**config.mk**
```make
export PLATFORM = sky130hd
export DESIGN_NAME = rom_loader
export DESIGN_NICKNAME = d
export VERILOG_FILES = /design/src/rtl/rom_loader.sv
export SDC_FILE = /design/constraint.sdc
export NUM_CORES = 1
export LEC_CHECK = 0
export ABC_AREA = 1
export BUFFER_PORTS_ARGS = -buffer_cell sky130_fd_sc_hd__buf_2
export CORE_MARGIN = 10
export CORE_UTILIZATION = 59
export DETAILED_ROUTE_END_ITERATION = 6
export PLACE_DENSITY = 0.89
export REMOVE_ABC_BUFFERS = 1
export SKIP_CTS_REPAIR_TIMING = 1
export SYNTH_ARGS = -nofsm -noshare
export SYNTH_HDL_FRONTEND = slang
export SYNTH_SLANG_ARGS = --single-unit
```
**constraint.sdc**
```tcl
create_clock -name ph2 -period 2 [get_ports ph2]
set_clock_uncertainty 0.2 [all_clocks]
set_input_delay 0.4 -clock ph2 [delete_from_list [all_inputs] [get_ports ph2]]
set_output_delay 0.4 -clock ph2 [all_outputs]
set_load 0.01 [all_outputs]
```
**src/rtl/rom_loader.sv**
```systemverilog
// Boot-time image loader. Accepts a little-endian length-prefixed byte stream,
// writes the payload into the ROM write port from address 0, then writes the
// 6502 reset vector into ROM[SIZE-4]/ROM[SIZE-3]. It then holds the CPU in reset
// for HOLD_CYCLES cycles before releasing it. All outputs are registered.
module rom_loader #(
    parameter int          ADDR_W      = 12,
    parameter logic [15:0] RESET_VEC   = 16'hF000,
    parameter int          HOLD_CYCLES = 8
) (
    input  logic              ph2,
    input  logic              reset_b,
    input  logic              start,
    input  logic [7:0]        in_data,
    input  logic              in_valid,
    output logic              in_ready,
    output logic              rom_we,
    output logic [ADDR_W-1:0] rom_addr,
    output logic [7:0]        rom_wdata,
    output logic              cpu_reset,
    output logic              busy,
    output logic              done,
    output logic              err
);

    localparam int SIZE = 2 ** ADDR_W;
    // The largest legal payload stops short of the reset-vector bytes, so the
    // payload address counter can never reach them.
    localparam logic [15:0]       MAX_LEN     = 16'(SIZE - 4);
    localparam logic [ADDR_W-1:0] VEC_LO_ADDR = ADDR_W'(SIZE - 4);
    localparam logic [ADDR_W-1:0] VEC_HI_ADDR = ADDR_W'(SIZE - 3);
    localparam int                HOLD_W      = $clog2(HOLD_CYCLES + 1);
    localparam logic [HOLD_W-1:0] HOLD_MAX    = HOLD_W'(HOLD_CYCLES);

    typedef enum logic [2:0] {
        S_IDLE   = 3'd0,
        S_LEN_LO = 3'd1,
        S_LEN_HI = 3'd2,
        S_DATA   = 3'd3,
        S_VEC_LO = 3'd4,
        S_VEC_HI = 3'd5,
        S_HOLD   = 3'd6,
        S_RUN    = 3'd7
    } state_t;

    state_t            state_r;
    logic              err_state_r;   // ERR is tracked separately so all 8 codes stay meaningful
    logic [7:0]        len_lo_r;
    logic [ADDR_W-1:0] count_r;
    logic [ADDR_W-1:0] last_r;
    logic [HOLD_W-1:0] hold_cnt_r;

    logic              xfer_s;
    logic [15:0]       len_s;

    // Handshake and assembled length, valid while LEN_HI is being accepted.
    always_comb begin
        xfer_s = in_valid & in_ready;
        len_s  = {in_data, len_lo_r};
    end

    // Loader FSM with registered outputs; rom_we is a one-cycle strobe by default.
    always_ff @(posedge ph2 or negedge reset_b) begin
        if (!reset_b) begin
            state_r     <= S_IDLE;
            err_state_r <= 1'b0;
            len_lo_r    <= 8'h00;
            count_r     <= '0;
            last_r      <= '0;
            hold_cnt_r  <= '0;
            in_ready    <= 1'b0;
            rom_we      <= 1'b0;
            rom_addr    <= '0;
            rom_wdata   <= 8'h00;
            cpu_reset   <= 1'b1;
            busy        <= 1'b0;
            done        <= 1'b0;
            err         <= 1'b0;
        end else begin
            rom_we <= 1'b0;
            if (err_state_r) begin
                // Rejected length: wait for a fresh start, nothing else happens.
                if (start) begin
                    err_state_r <= 1'b0;
                    state_r     <= S_LEN_LO;
                    err         <= 1'b0;
                    busy        <= 1'b1;
                    in_ready    <= 1'b1;
                end
            end else begin
                case (state_r)
                    S_IDLE: begin
                        if (start) begin
                            state_r  <= S_LEN_LO;
                            busy     <= 1'b1;
                            in_ready <= 1'b1;
                        end
                    end
                    S_LEN_LO: begin
                        if (xfer_s) begin
                            len_lo_r <= in_data;
                            state_r  <= S_LEN_HI;
                        end
                    end
                    S_LEN_HI: begin
                        if (xfer_s) begin
                            if (len_s > MAX_LEN) begin
                                err_state_r <= 1'b1;
                                err         <= 1'b1;
                                busy        <= 1'b0;
                                in_ready    <= 1'b0;
                            end else if (len_s == 16'd0) begin
                                state_r  <= S_VEC_LO;
                                in_ready <= 1'b0;
                            end else begin
                                state_r <= S_DATA;
                                count_r <= '0;
                                last_r  <= ADDR_W'(len_s - 16'd1);
                            end
                        end
                    end
                    S_DATA: begin
                        if (xfer_s) begin
                            rom_we    <= 1'b1;
                            rom_addr  <= count_r;
                            rom_wdata <= in_data;
                            count_r   <= count_r + ADDR_W'(1);
                            if (count_r == last_r) begin
                                state_r  <= S_VEC_LO;
                                in_ready <= 1'b0;
                            end
                        end
                    end
                    S_VEC_LO: begin
                        rom_we    <= 1'b1;
                        rom_addr  <= VEC_LO_ADDR;
                        rom_wdata <= RESET_VEC[7:0];
                        state_r   <= S_VEC_HI;
                    end
                    S_VEC_HI: begin
                        rom_we     <= 1'b1;
                        rom_addr   <= VEC_HI_ADDR;
                        rom_wdata  <= RESET_VEC[15:8];
                        hold_cnt_r <= '0;
                        state_r    <= S_HOLD;
                    end
                    S_HOLD: begin
                        if (hold_cnt_r == HOLD_MAX) begin
                            cpu_reset <= 1'b0;
                            done      <= 1'b1;
                            busy      <= 1'b0;
                            state_r   <= S_RUN;
                        end else begin
                            hold_cnt_r <= hold_cnt_r + HOLD_W'(1);
                        end
                    end
                    S_RUN: begin
                        state_r <= S_RUN;
                    end
                    default: begin
                        state_r   <= S_IDLE;
                        in_ready  <= 1'b0;
                        cpu_reset <= 1'b1;
                        busy      <= 1'b0;
                        done      <= 1'b0;
                    end
                endcase
            end
        end
    end

endmodule

```
After elaboration in Yosys (flattened, before gate mapping)

Cells that the tools add are included.
Widths: inputs -> output; s select.

Flip-flop bits (word level): 66
Output and inout bits: 26
Input bits: 12
Logic and storage cells: 114

Bitwise logic cells: 4
Reductions and logical operators: 21
Add/sub/neg operators: 3
Equal/unequal tests: 23
Mux-type cells: 48
Magnitude comparators: 1

Operator list:

| cell                  | count |
|---|---|
| $mux 12               | 5 |
| $pmux 12 s3           | 1 |
| $mux 3                | 9 |
| $mux 1                | 24 |
| $pmux 12 s2           | 1 |
| $pmux 3 s8            | 1 |
| $pmux 8 s3            | 1 |
| $ne 3x3->1 const B    | 7 |
| $gt 16x12->1 const B  | 1 |
| $logic_not 16->1      | 1 |
| $add 12x1->12 const B | 1 |
| $eq 12x12->1          | 1 |
| $eq 3x3->1 const B    | 4 |
| $ne 2x2->1 const B    | 6 |
| $reduce_and 3->1      | 4 |
| $reduce_and 6->1      | 2 |
| $sub 12x1->12 const B | 1 |
| $reduce_and 5->1      | 2 |
| $reduce_bool 2->1     | 5 |
| $mux 8                | 1 |
| $pmux 4 s2            | 1 |
| $reduce_and 4->1      | 2 |
| $reduce_bool 4->1     | 2 |
| $eq 3x2->1 const B    | 2 |
| 12 further kinds      | 15 |

Depth between registers and ports, before layout

Word-level depth: 6
Gate-level depth with buffers: 12
Mapped depth without buffers: 12

Worst setup path before layout

OpenSTA, ideal clock, no wires.

Kind: flip-flop to flip-flop
From: register len_lo_r[0]
To: register count_r[4]
Cell stages (with the launch flop): 12
Arrival time: 1.382 ns
Slack: 0.298 ns
Period minus slack after synthesis: 1.702 ns
Library setup time: 0.121 ns
Cells stage by stage: dfrtp_1 -> inv_1 -> ha_1 -> inv_1 -> nand2_1 -> nor2_1 -> nand3_1 -> nand2_1 -> nand2_1 -> nand3_2 -> buf_6 -> o21ai_1

Longest elaborated chain between the ends: 3
Elaborated cells between the ends (all ways): 5

Ends and longest elaborated chain:

| item                                             | RTL line | text |
|---|---|---|
| from (decl)                                      | 47       | `logic [7:0] len_lo_r;` |
| from (signal assigned)                           | 100      | `len_lo_r <= in_data;` |
| $gt 16x12->1 or $logic_not 16->1 (tied branches) | 106, 111 |  |
| $ne 2x2->1 (no line)                             | --       |  |
| $reduce_and 6->1 (no line) *                     | --       |  |
| to (signal assigned)                             | 126      | `count_r <= count_r + ADDR_W'(1);` |
| to (decl)                                        | 48       | `logic [ADDR_W-1:0] count_r;` |

Mark *: on every way between the ends. The rest lies on a longest branch, timed or not.
A chain may end at the register's enable or synchronous reset.

Final worst setup path

From: register len_lo_r[0]
To: register count_r[3]

Same word-level chain as after synthesis.

==> qor.txt <==
Int Pwr -> 3.16 mW
WL per Instance -> 14.7 um
Height of the die -> 99.3 um
Clock network power share -> 0.219
# setup viols final -> 0
Core occupancy in the finished layout -> 0.713
CTS tree -> yes
Area grow syn2layout -> 15.7%
Main flop type after synthesis -> dfrtp_1
Hold depth -> 2
Die Width -> 99.3 um
Vias in the first global route -> 3269
Worst hold-check path type -> input pin to flip-flop
First-pass GRT wire length -> 15.0 mm
Gate power share -> 0.396
TritonCTS buffer count -> 9
DRC -> 0
Global route overflow -> 0
Max-Cap Viols -> 0
CTS clk-pin slew, worst paths -> 0.07 ns
PwrDens -> 1250 nW/um2
TritonCTS Sinks -> 66
Drt initial violations -> 201
Worst hold start -> in_data[7]
CP top delay family -> simple AND/OR/NAND/NOR gates
Hold_ws -> 0.116 ns
Switching pwr -> 2.20 mW
CP peak stage delay -> 0.39 ns
I/O pins -> 38
FF-to-FF setup slack -> 0.08 ns
CP Class -> flip-flop to flip-flop
Worst-path maximum fanout -> 4
Via count -> 3310
CP max stage cell -> dfrtp_1
Syn Area/Cell -> 7.80 um2
Syn Inst Count -> 476
Overall Power -> 5.36 mW
Root Driver -> clkbuf_8
Critical path, cell by cell -> inv_1 -> ha_1 -> nand3_1 -> nor2_1 -> nand2_1 -> nand2_1 -> nand2_1 -> nand3_4 -> buf_4 -> nand2_1 -> o21ai_1
FFs w/ async S/R, synth -> 1.00
Worst Hold End -> len_lo_r[7]$_DFFE_PN0P_
DRT antenna net count -> 0
Status -> finished clean
CP Data Arrival Time -> 1.96 ns
FF-to-FF path depth -> 11
Total Negative Setup Slacks -> 0 ns
GRT Util Overall -> 0.182
Std cell rows -> 28
Largest net degree at the start of global routing -> 28
Worst r2r dst -> count_r[3]$_DFFE_PN0P_
Yosys top cell by area -> dfrtp_1
Crit path capture type -> flip-flop
Area contributors post-synth -> dfrtp_1 (44%), nand2_1 (14%), nor2_1 (6.2%)
CTS max path bufs -> 2
Worst slew pin tran -> 0.500 ns
Sw Share -> 0.410
DR vias/cell -> 5.44
WL final -> 8.94 mm
Cell Area, Synth -> 3710 um2
Hold Vio Cnt, Final -> 0
Setup repair after global routing missed its margin -> no
Filler instances -> 472
Count of input and output buffers -> 37
Netlist cell types -> 36
FF-to-FF Start -> len_lo_r[0]$_DFFE_PN0P_
Number of nets in the finished design -> 546
Synthesis-stage register bit count -> 66
Seq/Total Area, Yosys -> 0.445
H-tree depth -> 3
Yosys warnings -> 0
Pre-antenna DRT Iters -> 7
Pre-CTS WS -> 0.0397 ns
Clk Latency, worst-skew pair -> 0.35 ns
Setup WS post-layout -> 0.0799 ns
Worst path required time -> 2.04 ns
Slew Limit Headroom -> 0.667
Core footprint -> 6030 um2
Max-slew violations -> 0
WP buf/inv -> 2
Gpl congestion -> 0.950
Diodes inserted -> 0
Fmax -> 0.521 GHz
DIE AREA -> 9860 um2
Layout cells sized above 1 -> 0.215
Flop pwr share -> 0.385
Peak supply drop -> 860 uV
Period utilization -> 0.960
Yosys top cell area share -> 0.438
EDFF count, synth -> 0
Initial antenna violation count -> 0
CP most frequent cell -> nand2_1
Initial Util -> 0.616
DP Wirelength -> 6.64 mm
Setup crit start kind -> flip-flop
Min cycle time layout -> 1.92 ns
Static leakage -> 2.08 nW
sequential cells by signal (all words and copies together) (netlist names):
name         cells
state_r          3
rom_wdata        8
busy             1
rom_we           1
cpu_reset        1
count_r         12
done             1
err              1
hold_cnt_r       4
last_r          12
in_ready         1
len_lo_r         8
err_state_r      1
rom_addr        12
layout make-up:
| class | instances | area (um2) | share of cell area |
|---|---|---|---|
| Clock buffer | 12 | 155 | 0.0361 |
| Clock inverter | 4 | 50.0 | 0.0117 |
| Inverter | 52 | 199 | 0.0463 |
| Multi-Input combinational cell | 346 | 1800 | 0.419 |
| Sequential cell | 66 | 1650 | 0.385 |
| Tap cell | 75 | 93.8 | 0.0219 |
| Timing Repair Buffer | 54 | 344 | 0.0801 |
cells by family (layout without fill, tap and decap cells):
| group | after synthesis | in the layout | share of synthesized area |
|---|---|---|---|
| AOI/OAI and AO/OA | 59 | 59 | 0.104 |
| and+or+nand+nor | 259 | 259 | 0.299 |
| buffers and inverters | 64 | 122 | 0.0786 |
| DFF | 66 | 66 | 0.445 |
| xor gates and xnor gates | 20 | 20 | 0.0472 |
| muxes | 3 | 3 | 0.00910 |
| adders and majority gates | 5 | 5 | 0.0169 |
cell usage in the layout (no fill, tap or decap), drive strengths merged, types with 7 or more instances in the layout:
cell / instances
nand2: 155
dfrtp: 65
nor2: 62
buf: 53
inv: 51
nand3: 28
o21ai: 25
a21oi: 15
clkbuf: 12
xor2: 11
a31oi: 11
xnor2: 9
nor3: 8
o31ai: 7
layer usage:
layer | GRT usage | up-vias | routed length [um]
met5 | 0 | - | 0
met4 | 0.0739 | 0 | 160
met3 | 0.0547 | 14 | 608
met2 | 0.294 | 132 | 4290
met1 | 0.222 | 1536 | 3880
li1 | - | 1628 | -
cell usage after synthesis, drive strengths merged (3+ instances only):
master,n
dfrtp,65
buf,11
a21oi,15
o31ai,7
xor2,11
inv,51
nand2,155
nor2,62
a31oi,11
nand3,28
o21ai,25
nand4,4
xnor2,9
nor3,8
mux2,3
ha,5
power by group through the flow:
stage	Sequential (mW)	Combinational [mW]	Clock [mW]
finish	2.06	2.12	1.17
global route	2.11	2.39	1.24
CTS	2.05	2.10	1.18
detailed placement	2.07	2.09	0
global placement	2.05	2.01	0
floorplan	2.10	1.30	0
worst max-delay path by stage:
stage | startpoint | endpoint | slack [ns] | cells past startpoint
finish | len_lo_r[0]$_DFFE_PN0P_ | count_r[3]$_DFFE_PN0P_ | 0.08 | 11
floorplan | len_lo_r[0]$_DFFE_PN0P_ | count_r[10]$_DFFE_PN0P_ | 0.21 | 12
global route | state_r[0]$_DFFE_PN0P_ | count_r[3]$_DFFE_PN0P_ | 0.01 | 9
detailed placement | len_lo_r[0]$_DFFE_PN0P_ | last_r[11]$_DFFE_PN0P_ | 0.04 | 11
global placement | len_lo_r[0]$_DFFE_PN0P_ | last_r[11]$_DFFE_PN0P_ | 0.15 | 11
CTS | len_lo_r[0]$_DFFE_PN0P_ | last_r[11]$_DFFE_PN0P_ | -0.03 | 11
through the flow:
| stage | instances | cell area [um2] |
|---|---|---|
| detailed placement | 590 | 4030 |
| finish | 609 | 4290 |
| CTS | 606 | 4230 |
| global route | 609 | 4290 |
| global placement | 590 | 4030 |
| floorplan | 464 | 3620 |
No activity file was read; power rests on OpenSTA's default activity.
